==> config.mk <==
export PLATFORM = sky130hd
export DESIGN_NAME = id_forward_scoreboard
export DESIGN_NICKNAME = d
export VERILOG_FILES = /design/src/rtl/id_forward_scoreboard.sv
export SDC_FILE = /design/constraint.sdc
export NUM_CORES = 1
export LEC_CHECK = 0
export BUFFER_PORTS_ARGS = -buffer_cell sky130_fd_sc_hd__buf_2
export CORE_UTILIZATION = 48
export CTS_CLUSTER_DIAMETER = 200
export CTS_CLUSTER_SIZE = 28
export DETAILED_ROUTE_END_ITERATION = 12
export PLACE_DENSITY = 0.87
export REMOVE_ABC_BUFFERS = 1
export SETUP_SLACK_MARGIN = 0.5
export SYNTH_ARGS = -nofsm -noshare
export SYNTH_HDL_FRONTEND = slang
export SYNTH_SLANG_ARGS = --single-unit
export TNS_END_PERCENT = 100
==> constraint.sdc <==
create_clock -name clk -period 2.6 [get_ports clk]
set_input_delay 0.52 -clock clk [delete_from_list [all_inputs] [get_ports clk]]
set_output_delay 0.52 -clock clk [all_outputs]
set_load 0.02 [all_outputs]
==> src/rtl/id_forward_scoreboard.sv <==
// ID-stage forwarding/interlock: a shift-register scoreboard of in-flight register
// writes that forwards the youngest ready value to each ID read port or stalls ID.
module id_forward_scoreboard #(
    parameter int DW        = 32,
    parameter int AW        = 5,
    parameter int NUM_READ  = 2,
    parameter int DEPTH     = 3,
    parameter int LOAD_SLOT = 2
) (
    input  logic                   clk,
    input  logic                   rst_n,
    input  logic                   hold_i,
    input  logic                   id_valid_i,
    input  logic                   id_flush_i,
    input  logic [NUM_READ-1:0]    id_use_mask_i,
    input  logic [NUM_READ*AW-1:0] id_raddr_i,
    input  logic [NUM_READ*DW-1:0] id_rfdata_i,
    input  logic                   id_regwrite_i,
    input  logic [AW-1:0]          id_wreg_i,
    input  logic [1:0]             id_regsrc_i,
    input  logic [DW-1:0]          id_pc_i,
    input  logic [DW-1:0]          ex_alu_result_i,
    input  logic [DW-1:0]          mem_rdata_i,
    output logic [NUM_READ*DW-1:0] id_fwd_data_o,
    output logic [NUM_READ-1:0]    id_fwd_hit_o,
    output logic                   id_stall_o,
    output logic [15:0]            stall_cnt_o
);

    localparam logic [1:0] REGSRC_ALU     = 2'b00;
    localparam logic [1:0] REGSRC_DMEM    = 2'b01;
    localparam logic [1:0] REGSRC_PCPLUS4 = 2'b10;

    typedef struct packed {
        logic          valid;
        logic [AW-1:0] wreg;
        logic [1:0]    src;
        logic          rdy;
        logic [DW-1:0] val;
    } slot_t;

    slot_t               slot_q [DEPTH];
    slot_t               slot_d [DEPTH];
    logic [15:0]         stall_cnt_q;
    logic [15:0]         stall_cnt_d;
    logic [NUM_READ-1:0] hazard;
    logic [AW-1:0]       rd;
    logic                found;
    logic                insert;

    // Youngest (lowest-index) match decides; older entries are never consulted.
    always_comb begin
        id_fwd_data_o = id_rfdata_i;
        id_fwd_hit_o  = '0;
        hazard        = '0;
        rd            = '0;
        found         = 1'b0;
        for (int p = 0; p < NUM_READ; p++) begin
            rd    = id_raddr_i[p*AW +: AW];
            found = 1'b0;
            if (id_use_mask_i[p] && rd != '0) begin
                for (int k = 0; k < DEPTH; k++) begin
                    if (!found && slot_q[k].valid && slot_q[k].wreg == rd) begin
                        found = 1'b1;
                        if (slot_q[k].rdy) begin
                            id_fwd_data_o[p*DW +: DW] = slot_q[k].val;
                            id_fwd_hit_o[p]           = 1'b1;
                        end else begin
                            hazard[p] = 1'b1;
                        end
                    end
                end
            end
        end
    end

    assign id_stall_o  = id_valid_i & ~id_flush_i & (|hazard);
    assign stall_cnt_o = stall_cnt_q;
    assign insert      = id_valid_i & ~id_flush_i & ~id_stall_o & id_regwrite_i
                         & (id_wreg_i != '0);

    always_comb begin
        for (int k = 0; k < DEPTH; k++) slot_d[k] = slot_q[k];
        stall_cnt_d = stall_cnt_q;
        if (!hold_i) begin
            slot_d[0]       = '0;
            slot_d[0].valid = insert;
            slot_d[0].wreg  = id_wreg_i;
            slot_d[0].src   = id_regsrc_i;
            if (id_regsrc_i == REGSRC_PCPLUS4) begin
                slot_d[0].rdy = 1'b1;
                slot_d[0].val = id_pc_i + DW'(4);
            end
            // Results are captured as the producer moves past the stage that makes them.
            for (int k = 1; k < DEPTH; k++) begin
                slot_d[k] = slot_q[k-1];
                if (k == 1 && slot_q[k-1].src == REGSRC_ALU) begin
                    slot_d[k].rdy = 1'b1;
                    slot_d[k].val = ex_alu_result_i;
                end
                if (k == LOAD_SLOT && slot_q[k-1].src == REGSRC_DMEM) begin
                    slot_d[k].rdy = 1'b1;
                    slot_d[k].val = mem_rdata_i;
                end
            end
            if (id_stall_o && stall_cnt_q != 16'hFFFF) stall_cnt_d = stall_cnt_q + 16'd1;
        end
    end

    always_ff @(posedge clk or negedge rst_n) begin
        if (!rst_n) begin
            for (int k = 0; k < DEPTH; k++) slot_q[k] <= '0;
            stall_cnt_q <= '0;
        end else begin
            for (int k = 0; k < DEPTH; k++) slot_q[k] <= slot_d[k];
            stall_cnt_q <= stall_cnt_d;
        end
    end

endmodule

==> run summary <==
outcome -> finished with violations
failing checks -> negative setup slack
# clock sinks -> 137
count of cell types in the netlist -> 50
Initial DRT Pass Iterations -> 6
clock skew -> 13.8 ps
initial antenna violation count -> 6
Worst Path Arrival -> 3160 ps
Slew Limit Headroom -> 45.8%
Skew-Pair Late Insertion Delay -> 420 ps
Die Y -> 138 um
Leakage -> 5.53 nW
Port Buf Inserts -> 267
Vias -> 9460
Max rail drop VDD -> 463 uV
Setup crit start kind -> register
drt drc -> 0
CTS tree -> yes
clk slew on worst S/H paths -> 60 ps
die width -> 138 um
Fin. Hold Viols -> 0
PwrDens -> 516 nW/um^2
max cap viols -> 0
Slew Viols, Final -> 0
crit path kind -> reg2out
crit path max fanout -> 32
Avg Cell Area, Syn -> 9.56 sq um
drt first-iter violations -> 1127
Max Fclk -> 272 MHz
Overflow after GRT -> 0
Post-CTS Hold Buffers -> 0
top-count cell post-synth -> o21ai_0
Crit. End Element -> output pin
largest cells by area after synthesis -> dfrtp_1 (39%), o21ai_0 (9.0%), mux2i_1 (7.2%)
Initial Util -> 49.0%
HP Class -> in2async
reg-to-reg endpoint -> stall_cnt_o[5]$_DFFE_PN0P_
Clock Tree Root -> clkbuf_16
Core Rows -> 49
Yosys reg bits -> 137
sequential fraction of the synthesis area -> 38.8%
die area -> 19000 sq um
WP data required -> 2080 ps
Least-Margin Pin Slew -> 813 ps
post-DR vias/cell -> 6.43
Syn-to-layout area delta -> 45.4%
largest net degree at the start of global routing -> 189
Max clock buf depth -> 2
R2R setup slack -> -410 ps
Final Critical Period -> 3680 ps
Synth top cells by count -> o21ai_0 (159), dfrtp_1 (137), nand2_1 (125), clkbuf_1 (67)
Placer Congestion -> 0.884
Worst Hold Slack -> 66.6 ps
PnR worst setup slack -> -1080 ps
vias in the first global route -> 9087
area leader, netlist -> dfrtp_1
Yosys top cell area share -> 38.8%
Main synth FF type -> dfrtp_1
synthesized cell area -> 8840 sq um
pre-CTS WS -> -543 ps
Final TNS setup -> -52580 ps
per-cell routed wire length -> 24.1 um
critical register-to-register path startpoint -> slot_q[80]$_DFFE_PN0N_
global-route wire length before repair -> 47300 um
final WL -> 35400 um
YS warnings -> 0
dpl hpwl -> 21400 um
# H-tree levels -> 4
final setup vio count -> 79
Async S/R FF share, synth -> 100%
share of layout cells above drive strength 1 -> 41.4%
R2R depth -> 12
share of the clock period used by the worst path -> 141%
Reg area -> 3430 sq um
gr usage total -> 33.4%
core area -> 18000 sq um
Boundary Pins -> 268
EDFF count, synth -> 0
Multi-input gate area -> 5730 sq um
total CTS buffers -> 17
ANT nets after route -> 0
RSZ-0062 raised after global routing -> yes
Fillers -> 1220
Synth Instances -> 925
final net count -> 1412
-- layout by cell type (no fill, tap or decap), types with 3 or more instances in the layout --
cell and n:
nand2_1 124, and4_1 4, nand3_2 4, clkinv_2 4
diode_2 6, bufinv_16 4, o21ai_0 159, xnor2_2 5
xnor2_1 36, inv_1 3, buf_2 199, mux2_2 21
or4_1 3, nor4_2 3, buf_12 20, o2bb2ai_1 5
a221oi_1 53, nor2_1 13, a22o_1 3, and3_1 8
nand4_1 13, clkbuf_1 4, dfrtp_1 137, o2bb2ai_4 23
mux2i_1 64, nand3_1 11, and2_1 36, xor2_1 31
clkbuf_16 20, o2bb2ai_2 36, buf_4 62, nand4b_1 3
a221oi_2 11, buf_6 71
-- repair_timing --
action,in CTS,in global routing
setup buffers,9,7
endpoints found under the setup margin,84,84
hold endpoints to repair,0,0
resized for setup,147,74
cloned,2,3
pin swaps,9,4
-- routing by layer --
layer | track usage, % | share of wire [%] | up-vias
met5 | 0 | 0 | -
met1 | 39.7 | 37 | 4454
met4 | 20.5 | 6.6 | 0
met3 | 8.54 | 9.6 | 215
li1 | - | - | 4043
met2 | 54.3 | 47 | 748
-- flip-flops by register name, summed over array words and instances, names as in the netlist --
| name | count |
|---|---|
| slot_q | 121 |
| stall_cnt_o | 16 |
-- critical path, stage by stage (launching register included) --
cell	delay, ps
dfrtp_1	430
buf_6	140
xor2_1	140
nor4_2	350
and3_4	290
nor4_4	50
buf_4	290
a221oi_1	640
o2bb2ai_2	210
buf_6	180
-- cell type report --
type / count / area share, %
multi-input cells: 708 / 44.6
flip-flops and latches: 137 / 26.7
repair buffers: 357 / 21.6
clock buffers: 22 / 3.53
well taps: 229 / 2.23
clock inverters: 9 / 1.15
inverters: 4 / 0.136
diodes: 6 / 0.117
-- where the power goes --
part | internal [mW] | leakage, nW | switching, mW
sequential | 2.36 | 1.79 | 0.258
clock | 1.62 | 0.294 | 0.919
combinational | 0.708 | 3.45 | 0.762
-- cells by family (layout without fill, tap and decap cells) --
kind of cell    count (synthesis)  count (layout)  share of synthesized area, %
fa+ha+maj                       2               2                         0.283
other cells                     0               6                             0
mux                            86              86                          10.0
xor+xnor                       73              73                          7.23
buf+inv                        81             392                          4.26
flops                         137             137                          38.8
compound gates                302             303                          25.4
simple gates                  244             244                          14.0
-- worst max-delay path by stage --
| stage | start | to | cells after the start |
|---|---|---|---|
| after floorplan | id_raddr_i[4] | id_fwd_data_o[0] | 7 |
| after global placement | id_raddr_i[4] | id_fwd_data_o[18] | 11 |
| after detailed placement | id_raddr_i[4] | id_fwd_data_o[13] | 11 |
| after CTS | slot_q[77]$_DFFE_PN0N_ | id_fwd_data_o[0] | 11 |
| after global routing | slot_q[80]$_DFFE_PN0N_ | id_fwd_data_o[39] | 9 |
| final | slot_q[80]$_DFFE_PN0N_ | id_fwd_data_o[39] | 9 |
-- stage by stage --
stage	power, mW	instances	util, %	instance area, sq um
final	6.63	1472	71.3	12900
after global routing	6.86	1471	71.3	12900
after CTS	6.48	1456	67.4	12100
after detailed placement	3.84	1414	60.3	10900
after global placement	3.78	1414	60.3	10900
after floorplan	3.24	848	-	8480
(Power assumes the default switching activity.)
